$ cat config.mk
export PLATFORM = sky130hd
export DESIGN_NAME = cntr8_seq_ctrl_flat
export DESIGN_NICKNAME = d
export VERILOG_FILES = /design/src/rtl/cntr8_seq_ctrl_if.sv /design/src/rtl/cntr8_seq_ctrl.sv /design/src/flat_wrapper.sv
export SDC_FILE = /design/constraint.sdc
export NUM_CORES = 1
export LEC_CHECK = 0
export CAP_MARGIN = 25
export CORE_ASPECT_RATIO = 0.9
export CORE_UTILIZATION = 42
export CTS_CLUSTER_SIZE = 20
export DETAILED_ROUTE_END_ITERATION = 8
export PLACE_DENSITY = 0.75
export SYNTH_ARGS = -nofsm -noshare
export SYNTH_HDL_FRONTEND = slang
export SYNTH_SLANG_ARGS = --single-unit
$ cat constraint.sdc
create_clock -name clk -period 1.3 [get_ports clk]
set_input_delay 0.39 -clock clk [delete_from_list [all_inputs] [get_ports clk]]
set_output_delay 0.39 -clock clk [all_outputs]
set_load 0.01 [all_outputs]
$ cat src/rtl/cntr8_seq_ctrl_if.sv
// Interface bundling the two requester channels and the cntr8 control outputs
// of the cntr8_seq_ctrl command sequencer. The master modport is the
// host/requester side. The slave modport is the sequencer itself.
interface cntr8_seq_ctrl_if #(
    parameter int WIDTH  = 8,
    parameter int STEP_W = 4
);
    logic              req0;
    logic              req1;
    logic [1:0]        op0;
    logic [1:0]        op1;
    logic [WIDTH-1:0]  data0;
    logic [WIDTH-1:0]  data1;
    logic [STEP_W-1:0] steps0;
    logic [STEP_W-1:0] steps1;
    logic              ack0;
    logic              ack1;
    logic              done0;
    logic              done1;
    logic              busy;
    logic              cnt_load;
    logic              cnt_inc;
    logic              cnt_en;
    logic [WIDTH-1:0]  cnt_d;

    modport master (
        output req0, req1, op0, op1, data0, data1, steps0, steps1,
        input  ack0, ack1, done0, done1, busy, cnt_load, cnt_inc, cnt_en, cnt_d
    );

    modport slave (
        input  req0, req1, op0, op1, data0, data1, steps0, steps1,
        output ack0, ack1, done0, done1, busy, cnt_load, cnt_inc, cnt_en, cnt_d
    );
endinterface

$ cat src/rtl/cntr8_seq_ctrl.sv
// cntr8_seq_ctrl: arbitrates LOAD/UP/DOWN/NOP commands from two requesters
// and drives the load/inc/enable controls of the cntr8 counter datapath.
// Define CNTR_SEQ_PRIO_EN for fixed priority (requester 0 always wins).
// Leave it undefined for round-robin arbitration, which is the default.
module cntr8_seq_ctrl #(
    parameter int WIDTH  = 8,
    parameter int STEP_W = 4
) (
    input  logic               clk,
    input  logic               reset_n,
    cntr8_seq_ctrl_if.slave    bus
);

    typedef enum logic [1:0] {IDLE, EXEC, DONE} state_t;

    localparam logic [1:0] OP_LOAD = 2'b00;
    localparam logic [1:0] OP_UP   = 2'b01;
    localparam logic [1:0] OP_DOWN = 2'b10;

    state_t            state;
    logic              grant;
    logic              pick1;
    logic [1:0]        cmd_op;
    logic [WIDTH-1:0]  cmd_data;
    logic [STEP_W-1:0] remaining;

    logic              ack0_q;
    logic              ack1_q;
    logic              done0_q;
    logic              done1_q;
    logic              busy_q;
    logic              cnt_load_q;
    logic              cnt_inc_q;
    logic              cnt_en_q;
    logic [WIDTH-1:0]  cnt_d_q;

`ifdef CNTR_SEQ_PRIO_EN
    // Fixed priority: requester 1 is only chosen when requester 0 is quiet.
    always_comb begin
        pick1 = bus.req1 && !bus.req0;
    end
`else
    logic last_grant;

    // Round-robin: on contention, choose the requester that did not finish last.
    always_comb begin
        pick1 = bus.req1 && (!bus.req0 || !last_grant);
    end

    // Remember which requester completed most recently; reset favours requester 0.
    always_ff @(posedge clk or negedge reset_n) begin
        if (!reset_n) begin
            last_grant <= 1'b1;
        end else if (state == DONE) begin
            last_grant <= grant;
        end
    end
`endif

    // Sequencer FSM: grant and latch in IDLE, drive the counter in EXEC, pulse done in DONE.
    always_ff @(posedge clk or negedge reset_n) begin
        if (!reset_n) begin
            state      <= IDLE;
            grant      <= 1'b0;
            cmd_op     <= 2'b00;
            cmd_data   <= '0;
            remaining  <= '0;
            ack0_q     <= 1'b0;
            ack1_q     <= 1'b0;
            done0_q    <= 1'b0;
            done1_q    <= 1'b0;
            busy_q     <= 1'b0;
            cnt_load_q <= 1'b0;
            cnt_inc_q  <= 1'b0;
            cnt_en_q   <= 1'b0;
            cnt_d_q    <= '0;
        end else begin
            ack0_q     <= 1'b0;
            ack1_q     <= 1'b0;
            done0_q    <= 1'b0;
            done1_q    <= 1'b0;
            cnt_load_q <= 1'b0;
            cnt_inc_q  <= 1'b0;
            cnt_en_q   <= 1'b0;
            case (state)
                IDLE: begin
                    if (bus.req0 || bus.req1) begin
                        grant     <= pick1;
                        ack0_q    <= !pick1;
                        ack1_q    <= pick1;
                        busy_q    <= 1'b1;
                        cmd_op    <= pick1 ? bus.op1    : bus.op0;
                        cmd_data  <= pick1 ? bus.data1  : bus.data0;
                        remaining <= pick1 ? bus.steps1 : bus.steps0;
                        state     <= EXEC;
                    end
                end
                EXEC: begin
                    case (cmd_op)
                        OP_LOAD: begin
                            cnt_load_q <= 1'b1;
                            cnt_d_q    <= cmd_data;
                            state      <= DONE;
                        end
                        OP_UP, OP_DOWN: begin
                            if (remaining != '0) begin
                                cnt_en_q  <= 1'b1;
                                cnt_inc_q <= (cmd_op == OP_UP);
                                remaining <= remaining - STEP_W'(1);
                                if (remaining == STEP_W'(1)) begin
                                    state <= DONE;
                                end
                            end else begin
                                state <= DONE;
                            end
                        end
                        default: begin
                            state <= DONE;
                        end
                    endcase
                end
                DONE: begin
                    done0_q <= !grant;
                    done1_q <= grant;
                    busy_q  <= 1'b0;
                    state   <= IDLE;
                end
                default: begin
                    state <= IDLE;
                end
            endcase
        end
    end

    assign bus.ack0     = ack0_q;
    assign bus.ack1     = ack1_q;
    assign bus.done0    = done0_q;
    assign bus.done1    = done1_q;
    assign bus.busy     = busy_q;
    assign bus.cnt_load = cnt_load_q;
    assign bus.cnt_inc  = cnt_inc_q;
    assign bus.cnt_en   = cnt_en_q;
    assign bus.cnt_d    = cnt_d_q;

endmodule

$ cat src/flat_wrapper.sv
// flat-port wrapper written by rule: the top's interface ports become plain ports
module cntr8_seq_ctrl_flat 
#(
    parameter int WIDTH  = 8,
    parameter int STEP_W = 4
)
  (clk, reset_n, bus_req0, bus_req1, bus_op0, bus_op1, bus_data0, bus_data1, bus_steps0, bus_steps1, bus_ack0, bus_ack1, bus_done0, bus_done1, bus_busy, bus_cnt_load, bus_cnt_inc, bus_cnt_en, bus_cnt_d);
  cntr8_seq_ctrl_if #(.WIDTH(WIDTH), .STEP_W(STEP_W)) bus_i ();
  input  logic clk;
  input  logic reset_n;
  input wire logic [$bits(bus_i.req0)-1:0] bus_req0;
  input wire logic [$bits(bus_i.req1)-1:0] bus_req1;
  input wire logic [$bits(bus_i.op0)-1:0] bus_op0;
  input wire logic [$bits(bus_i.op1)-1:0] bus_op1;
  input wire logic [$bits(bus_i.data0)-1:0] bus_data0;
  input wire logic [$bits(bus_i.data1)-1:0] bus_data1;
  input wire logic [$bits(bus_i.steps0)-1:0] bus_steps0;
  input wire logic [$bits(bus_i.steps1)-1:0] bus_steps1;
  output wire logic [$bits(bus_i.ack0)-1:0] bus_ack0;
  output wire logic [$bits(bus_i.ack1)-1:0] bus_ack1;
  output wire logic [$bits(bus_i.done0)-1:0] bus_done0;
  output wire logic [$bits(bus_i.done1)-1:0] bus_done1;
  output wire logic [$bits(bus_i.busy)-1:0] bus_busy;
  output wire logic [$bits(bus_i.cnt_load)-1:0] bus_cnt_load;
  output wire logic [$bits(bus_i.cnt_inc)-1:0] bus_cnt_inc;
  output wire logic [$bits(bus_i.cnt_en)-1:0] bus_cnt_en;
  output wire logic [$bits(bus_i.cnt_d)-1:0] bus_cnt_d;
  assign bus_i.req0 = bus_req0;
  assign bus_i.req1 = bus_req1;
  assign bus_i.op0 = bus_op0;
  assign bus_i.op1 = bus_op1;
  assign bus_i.data0 = bus_data0;
  assign bus_i.data1 = bus_data1;
  assign bus_i.steps0 = bus_steps0;
  assign bus_i.steps1 = bus_steps1;
  assign bus_ack0 = bus_i.ack0;
  assign bus_ack1 = bus_i.ack1;
  assign bus_done0 = bus_i.done0;
  assign bus_done1 = bus_i.done1;
  assign bus_busy = bus_i.busy;
  assign bus_cnt_load = bus_i.cnt_load;
  assign bus_cnt_inc = bus_i.cnt_inc;
  assign bus_cnt_en = bus_i.cnt_en;
  assign bus_cnt_d = bus_i.cnt_d;
  cntr8_seq_ctrl #(.WIDTH(WIDTH), .STEP_W(STEP_W)) u_core (.clk(clk), .reset_n(reset_n), .bus(bus_i));
endmodule
==> metrics.md, run 1 <==
| Metric | Value |
|---|---|
| Outcome | finished, violations left |
| Failing checks | setup timing |
| First-pass DRT Iterations | 4 |
| Synth unique cells | 37 |
| Hold WC Path Type | in -> async |
| Clock sink count | 34 |
| Post-Synth Simple-Gate Area | 18.07% |
| Die W | 67.47 um |
| RSZ-0062 raised after global routing | yes |
| XOR/XNOR Fraction of Synth Area | 0% |
| Vias in the first global route | 1366 |
| Fmax | 0.6935 GHz |
| Share of synthesized area spent on multiplexers | 7.413% |
| DIE AREA | 0.004111 mm^2 |
| Setup violators final | 8 |
| Crit share post-route | 110.9% |
| Worst R2R End | u_core.remaining[0] |
| Final Skew | 1.908 ps |
| CTS root buf | clkbuf_8 |
| Gate Count Post-Synth | 144 |
| Slew Viols, Final | 0 |
| Post-route ant nets | 0 |
| Vias per std cell | 5.021 |
| Worst-path clk slew | 70 ps |
| CTS Hold Bufs | 0 |
| Setup crit end kind | flop |
| Synthesized cell area | 0.001620 mm^2 |
| CTS tree | done |
| Largest net degree at the start of global routing | 18 |
| Area share of fa/ha/maj cells after synthesis | 3.089% |
| Relative slew slack | 74.55% |
| PwrDens | 2328 mW/mm^2 |
| Synth-to-layout area growth | 63.01% |
| Boundary pin count | 48 |
| Post-DP HPWL | 2889 um |
| Mean Syn Cell Area | 11.25 um^2 |
| Leak | 1.267 nW |
| Setup total negative slack | -643.5 ps |
| Worst Setup Path Type | reg -> reg |
| Post-synthesis sequential area ratio | 52.59% |
| Combinational family with the most area after synthesis | simple AND/OR/NAND/NOR gates |
| Residual DRC | 0 |
| FILL cells | 252 |
| Slew @ Worst Pin | 381.7 ps |
| Nets | 274 |
| DRT Wirelength | 4499 um |
| Power Total | 6.150 mW |
| Global router's overall resource usage | 22.54% |
| DIE HEIGHT | 60.93 um |
| Longest Clk Path Bufs | 2 |
| Diode count | 0 |
| First-pass GRT wire length | 6444 um |
| Iter 0 DRT Violations | 94 |
| Starting density of the core | 43.74% |
| Rows | 21 |
| Reg-to-reg slack, setup | -140 ps |
| Final design utilization | 71.29% |
| Register bit total from synthesis | 34 |
| DR WL/cell | 15.79 um |
| Clk_lat worst skew | 290 ps |
| Crit Path Max Fanout | 7 |
| Crit start category | flop |
| Peak supply drop | 1099 uV |
| GRT Residual Overflow | 0 |
| Core area | 0.003705 mm^2 |
| Reg2Reg Depth | 6 |
| Layout cells sized above 1 | 45.61% |
| Synth Area in Compound Gates | 14.59% |
| Yosys warnings | 0 |
| Vias | 1431 |
| Syn nets | 180 |
| Initial antenna violation count | 0 |
| Worst path required time | 1520 ps |
| Final Hold Vio Count | 0 |
| Tmin final | 1442 ps |
| I/O Buffers | 47 |
| GP Congestion | 0.8218 |
| Crit path arrival time | 1660 ps |
| Fin worst setup slack | -141.9 ps |
| H-tree depth | 2 |
| Maxcap violations | 0 |
| R2r startpoint | u_core.remaining[1] |
| Num CTS Buffers | 5 |
[power breakdown]
part           switching [mW]  total [mW]  internal, mW
Clock                   0.389       0.814         0.425
Sequential              0.325        1.89          1.56
Combinational            1.50        3.45          1.95
[per-stage QoR]
step                instances  cell area (um^2)  worst slack [ps]  hold slack, ps
detailed placement        256              2344            -541.4           463.8
floorplan                 144              1658            -10.31           94.41
finish                    285              2641            -141.9           315.3
global route              285              2641            -194.2           307.0
CTS                       274              2541            -127.8           312.5
global placement          256              2344            -510.5           448.1
[sequential cells by signal (all words and copies together) (netlist names), 2 cells and up]
signal            count
u_core.cmd_op         2
u_core.bus.cnt_d      8
u_core.remaining      4
u_core.state          2
u_core.cmd_data       8
[how the worst max path moves through the flow]
stage / depth (start not counted) / to / startpoint
2_1_floorplan: 6 / u_core.remaining[0] / u_core.remaining[0]
3_3_place_gp: 4 / u_core.grant / bus_req0
3_5_place_dp: 4 / u_core.grant / bus_req0
4_1_cts: 7 / u_core.remaining[1] / u_core.remaining[0]
5_1_grt: 6 / u_core.remaining[0] / u_core.remaining[1]
6_report: 6 / u_core.remaining[0] / u_core.remaining[1]
[final cells by class]
| type | count | area (um^2) | area share (%) |
|---|---|---|---|
| clock buffers | 6 | 82.58 | 3.126 |
| flip-flops and latches | 34 | 853.3 | 32.31 |
| clock inverters | 2 | 12.51 | 0.4737 |
| repair buffers | 92 | 798.3 | 30.22 |
| well taps | 46 | 57.56 | 2.179 |
| multi-input cells | 98 | 810.8 | 30.70 |
| inverters | 7 | 26.28 | 0.9948 |
[placed cells by master (no fill, tap or decap), types with 2 or more instances in the layout]
cell type / synthesis / final
buf_12: 0 / 2
a21oi_1: 7 / 7
inv_1: 7 / 5
inv_2: 0 / 2
nand2b_1: 3 / 2
ha_1: 4 / 2
buf_2: 4 / 8
nor2_1: 15 / 9
nand3_1: 2 / 2
dfrtp_1: 33 / 32
buf_4: 0 / 31
a31oi_1: 8 / 8
mux2_4: 8 / 8
clkdlybuf4s50_1: 0 / 29
nand2_2: 0 / 2
o21ai_1: 1 / 3
nand2_1: 21 / 19
clkbuf_2: 0 / 8
ha_4: 0 / 2
buf_6: 2 / 12
nor2_2: 1 / 6
a21o_1: 2 / 2
clkbuf_8: 0 / 6
[routing by layer]
metal | share of wire (%) | GRT usage, % | routed length (um)
met3 | 6.5 | 9.023 | 291
met4 | 0.24 | 7.295 | 11
met2 | 53 | 37.20 | 2390
met1 | 40 | 26.86 | 1806
met5 | 0 | 0 | 0
[repair_timing]
item,4_1_cts,5_1_grt
gates resized for setup,62,32
gates cloned,0,1
setup buffers,10,10
pin swaps,5,16
endpoints found under the setup margin,43,37
[cells in the mapped netlist]
cell type	number	share of area, %
a21bo_2	1	0.62
nand2b_1	3	1.2
nor2_2	1	0.39
ha_1	4	3.1
a211oi_1	1	0.46
nor2_1	15	3.5
o211ai_1	1	0.46
a21boi_4	1	1.2
o21ai_0	3	0.93
or2_2	1	0.39
nand2_1	21	4.9
o32ai_4	1	1.7
or2b_2	1	0.54
a22o_1	1	0.54
nor2b_2	1	0.54
nand2_8	1	1.2
nor3_2	2	1.2
nand3_1	2	0.62
dfstp_2	1	1.6
a31oi_1	8	3.1
buf_2	4	1.2
dfrtp_1	33	51
o2111ai_1	1	0.54
nor3_1	1	0.31
or3_2	1	0.46
or2b_1	1	0.46
and2_1	1	0.39
a32oi_1	2	1.1
o21ai_1	1	0.31
mux2_4	8	7.4
a21o_1	2	0.93
a32o_1	1	0.62
nand3b_4	1	1.2
inv_1	7	1.6
buf_6	2	1.4
a21oi_1	7	2.2
nor3b_2	1	0.77
[kinds of logic after synthesis]
| kind of cell | after synthesis |
|---|---|
| flops | 34 |
| mux | 8 |
| buf+inv | 13 |
| fa+ha+maj | 4 |
| compound gates | 31 |
| simple gates | 54 |
[worst max-delay path, cell delays in order, from the launching register on]
cell and delay (ps):
dfrtp_1 400, inv_2 90, ha_4 130, nor3b_4 260, o32ai_4 180, buf_6 160
o211ai_1 150
(Power assumes the default switching activity.)
==> run 2, diff against run 1 <==
--- a/config.mk
+++ b/config.mk
@@ -8,6 +8,7 @@
 export CAP_MARGIN = 25
 export CORE_ASPECT_RATIO = 0.9
 export CORE_UTILIZATION = 42
+export CTS_CLUSTER_DIAMETER = 40
 export CTS_CLUSTER_SIZE = 20
 export DETAILED_ROUTE_END_ITERATION = 8
 export PLACE_DENSITY = 0.75
==> results of run 2 <==
The final DEF is identical to that of run 1; final timing and power are the same.
==> run 3, diff against run 2 <==
--- a/config.mk
+++ b/config.mk
@@ -11,7 +11,8 @@
 export CTS_CLUSTER_DIAMETER = 40
 export CTS_CLUSTER_SIZE = 20
 export DETAILED_ROUTE_END_ITERATION = 8
-export PLACE_DENSITY = 0.75
+export PLACE_DENSITY_LB_ADDON = 0.1
+export REMOVE_ABC_BUFFERS = 1
 export SYNTH_ARGS = -nofsm -noshare
 export SYNTH_HDL_FRONTEND = slang
 export SYNTH_SLANG_ARGS = --single-unit
==> run 3 against run 2 <==
Effect of this change: the run still ends with setup timing left; sequential share of layout area up 0.34 points; power up 0.57%; first-iteration DRC count down 19%; worst setup slack better by 50 ps; core utilization down 0.74 points; count of clock-buffer cells in the layout up 1; combinational power down 3%; hold slack better by 150 ps; clock power up 16%; die area unchanged; cell count down 2.1%; critical path type unchanged; largest cell class unchanged; largest power group unchanged.
==> metrics.md, run 3 (same netlist as run 1, synthesis figures left out) <==
| Metric | Value |
|---|---|
| Min-Delay Startpoint | u_core.grant |
| Core area | 0.003705 mm^2 |
| Post-route ant nets | 0 |
| DIE HEIGHT | 60.93 um |
| Slew @ Worst Pin | 273.9 ps |
| Final Hold Vio Count | 0 |
| Comb pwr share | 54.0% |
| Clk_lat worst skew | 280 ps |
| Most frequent cells in the layout | dfrtp_1 (32), clkdlybuf4s50_1 (29), buf_4 (29), nand2_1 (19), clkbuf_2 (13) |
| CTS Hold Bufs | 0 |
| Crit start category | flop |
| Met1 wire length | 1780 um |
| Clock network power share | 15.3% |
| Die W | 67.47 um |
| H-tree depth | 2 |
| WL met2 | 1972 um |
| P_sw | 2.162 mW |
| Highest metal used | met4 |
| Residual DRC | 0 |
| Worst Hold End | u_core.bus.done0 |
| Iter 0 DRT Violations | 76 |
| Final Skew | 4.718 ps |
| Failing checks | setup timing |
| Crit-path cells | inv_2 > ha_4 > nor3b_4 > o32ai_4 > buf_6 > a21oi_2 > a21oi_1 |
| Fmax | 0.7182 GHz |
| Crit share post-route | 107.1% |
| DRT Wirelength | 4035 um |
| Largest net degree at the start of global routing | 35 |
| First-pass DRT Iterations | 4 |
| Setup total negative slack | -399.0 ps |
| Hold WC Path Type | reg -> reg |
| GP Congestion | 0.7598 |
| Rows | 21 |
| Longest Clk Path Bufs | 2 |
| Worst-path clk slew | 70 ps |
| Fin worst setup slack | -92.37 ps |
| Reg power frac | 30.7% |
| Commonest non-fill, non-tap cell in the layout | dfrtp_1 |
| Layout cells sized above 1 | 43.35% |
| Setup violators final | 5 |
| Vias in the first global route | 1369 |
| Post-DP HPWL | 2627 um |
| DIE AREA | 0.004111 mm^2 |
| First-pass GRT wire length | 6106 um |
| Global router's overall resource usage | 21.04% |
| Vias | 1385 |
| CTS tree | done |
| Slowest-stage cell, CP | dfrtp_1 |
| Power Total | 6.185 mW |
| Synth-to-layout area growth | 61.31% |
| Tmin final | 1392 ps |
| GRT Residual Overflow | 0 |
| Hold Path Cell Cnt | 1 |
| Reg-to-reg slack, setup | -90 ps |
| Worst path required time | 1470 ps |
| Crit Path Max Fanout | 8 |
| Slew Viols, Final | 0 |
| Switch share | 34.96% |
| PwrDens | 2366 mW/mm^2 |
| Leak | 1.240 nW |
| RSZ-0062 raised after global routing | yes |
| Int Power | 4.023 mW |
| Maxcap violations | 0 |
| Peak supply drop | 1244 uV |
| Worst path max stage delay | 390 ps |
| Worst Setup Path Type | reg -> reg |
| Num CTS Buffers | 5 |
| Initial antenna violation count | 0 |
| CTS root buf | clkbuf_8 |
| Bufs and invs on worst path | 2 |
| Reg2Reg Depth | 7 |
| Starting density of the core | 43.74% |
| Routed wl met3 | 206 um |
| Worst R2R End | u_core.remaining[2] |
| Clock sink count | 34 |
| I/O Buffers | 47 |
| Boundary pin count | 48 |
| Relative slew slack | 81.74% |
| Outcome | finished, violations left |
| Setup crit end kind | flop |
| Post-DP Area | 0.002344 mm^2 |
| Nets | 268 |
| DR WL/cell | 14.46 um |
| Crit path arrival time | 1560 ps |
| Crit-path leading delay family | flip-flops |
| Diode count | 0 |
| Non-Filler Cell Area, Final | 0.002614 mm^2 |
| R2r startpoint | u_core.remaining[1] |
| Vias per std cell | 4.964 |
run 3: changes by cell type in the layout (fill, tap and decap cells not counted), moves of 2 or more:
cell,previous run,this run
nor2_2,6,2
buf_2,8,3
nor2_1,9,12
clkbuf_1,0,2
buf_4,31,29
buf_6,12,8
a21oi_2,0,2
clkbuf_2,8,13
a21oi_1,7,4
run 3: final cells by class:
cell class	count	area (um^2)
fillers	261	1091
flip-flops and latches	34	853.3
multi-input cells	98	833.3
repair buffers	86	737.0
clock buffers	7	76.32
well taps	46	57.56
clock inverters	1	30.03
inverters	7	26.28
run 3: power groups by stage:
stage	registers (mW)	clock network, mW	logic, mW
global route	1.96	1.02	3.63
global placement	1.83	0	2.75
floorplan	1.96	0	1.33
finish	1.90	0.943	3.34
detailed placement	1.86	0	2.82
CTS	1.87	0.967	3.04
run 3: how the worst max path moves through the flow:
stage	from	end	slack, ps	cells after the start
after global routing	u_core.remaining[1]	u_core.remaining[3]	-180	7
after detailed placement	bus_req1	u_core.cmd_data[7]	-510	6
after CTS	u_core.remaining[1]	u_core.remaining[3]	-90	7
after global placement	bus_req1	u_core.remaining[3]	-470	5
after floorplan	u_core.state[0]	u_core.cmd_op[1]	-240	3
final	u_core.remaining[1]	u_core.remaining[2]	-90	7
run 3: routing by layer:
| layer | vias to the layer above | global-route usage [%] |
|---|---|---|
| met2 | 35 | 33.66 |
| met4 | 0 | 10.33 |
| met1 | 667 | 25.89 |
| met3 | 10 | 6.391 |
| met5 | - | 0 |
| li1 | 673 | - |
run 3: what timing repair did:
| action | CTS | global route |
|---|---|---|
| pin swaps | 4 | 10 |
| cloned | 0 | 1 |
| setup endpoints to repair | 44 | 37 |
| setup buffers | 4 | 5 |
| resized for setup | 59 | 32 |
run 3: metrics by stage:
| step | std cells | setup WS (ps) | utilization (%) | hold slack (ps) |
|---|---|---|---|---|
| 2_1_floorplan | 138 | -239.1 | - | 94.41 |
| 3_3_place_gp | 261 | -468.8 | 63.26 | 454.8 |
| 3_5_place_dp | 261 | -513.2 | 63.26 | 465.4 |
| 4_1_cts | 273 | -92.76 | 69.00 | 470.1 |
| 5_1_grt | 279 | -181.8 | 70.55 | 487.5 |
| 6_report | 279 | -92.37 | 70.55 | 467.6 |
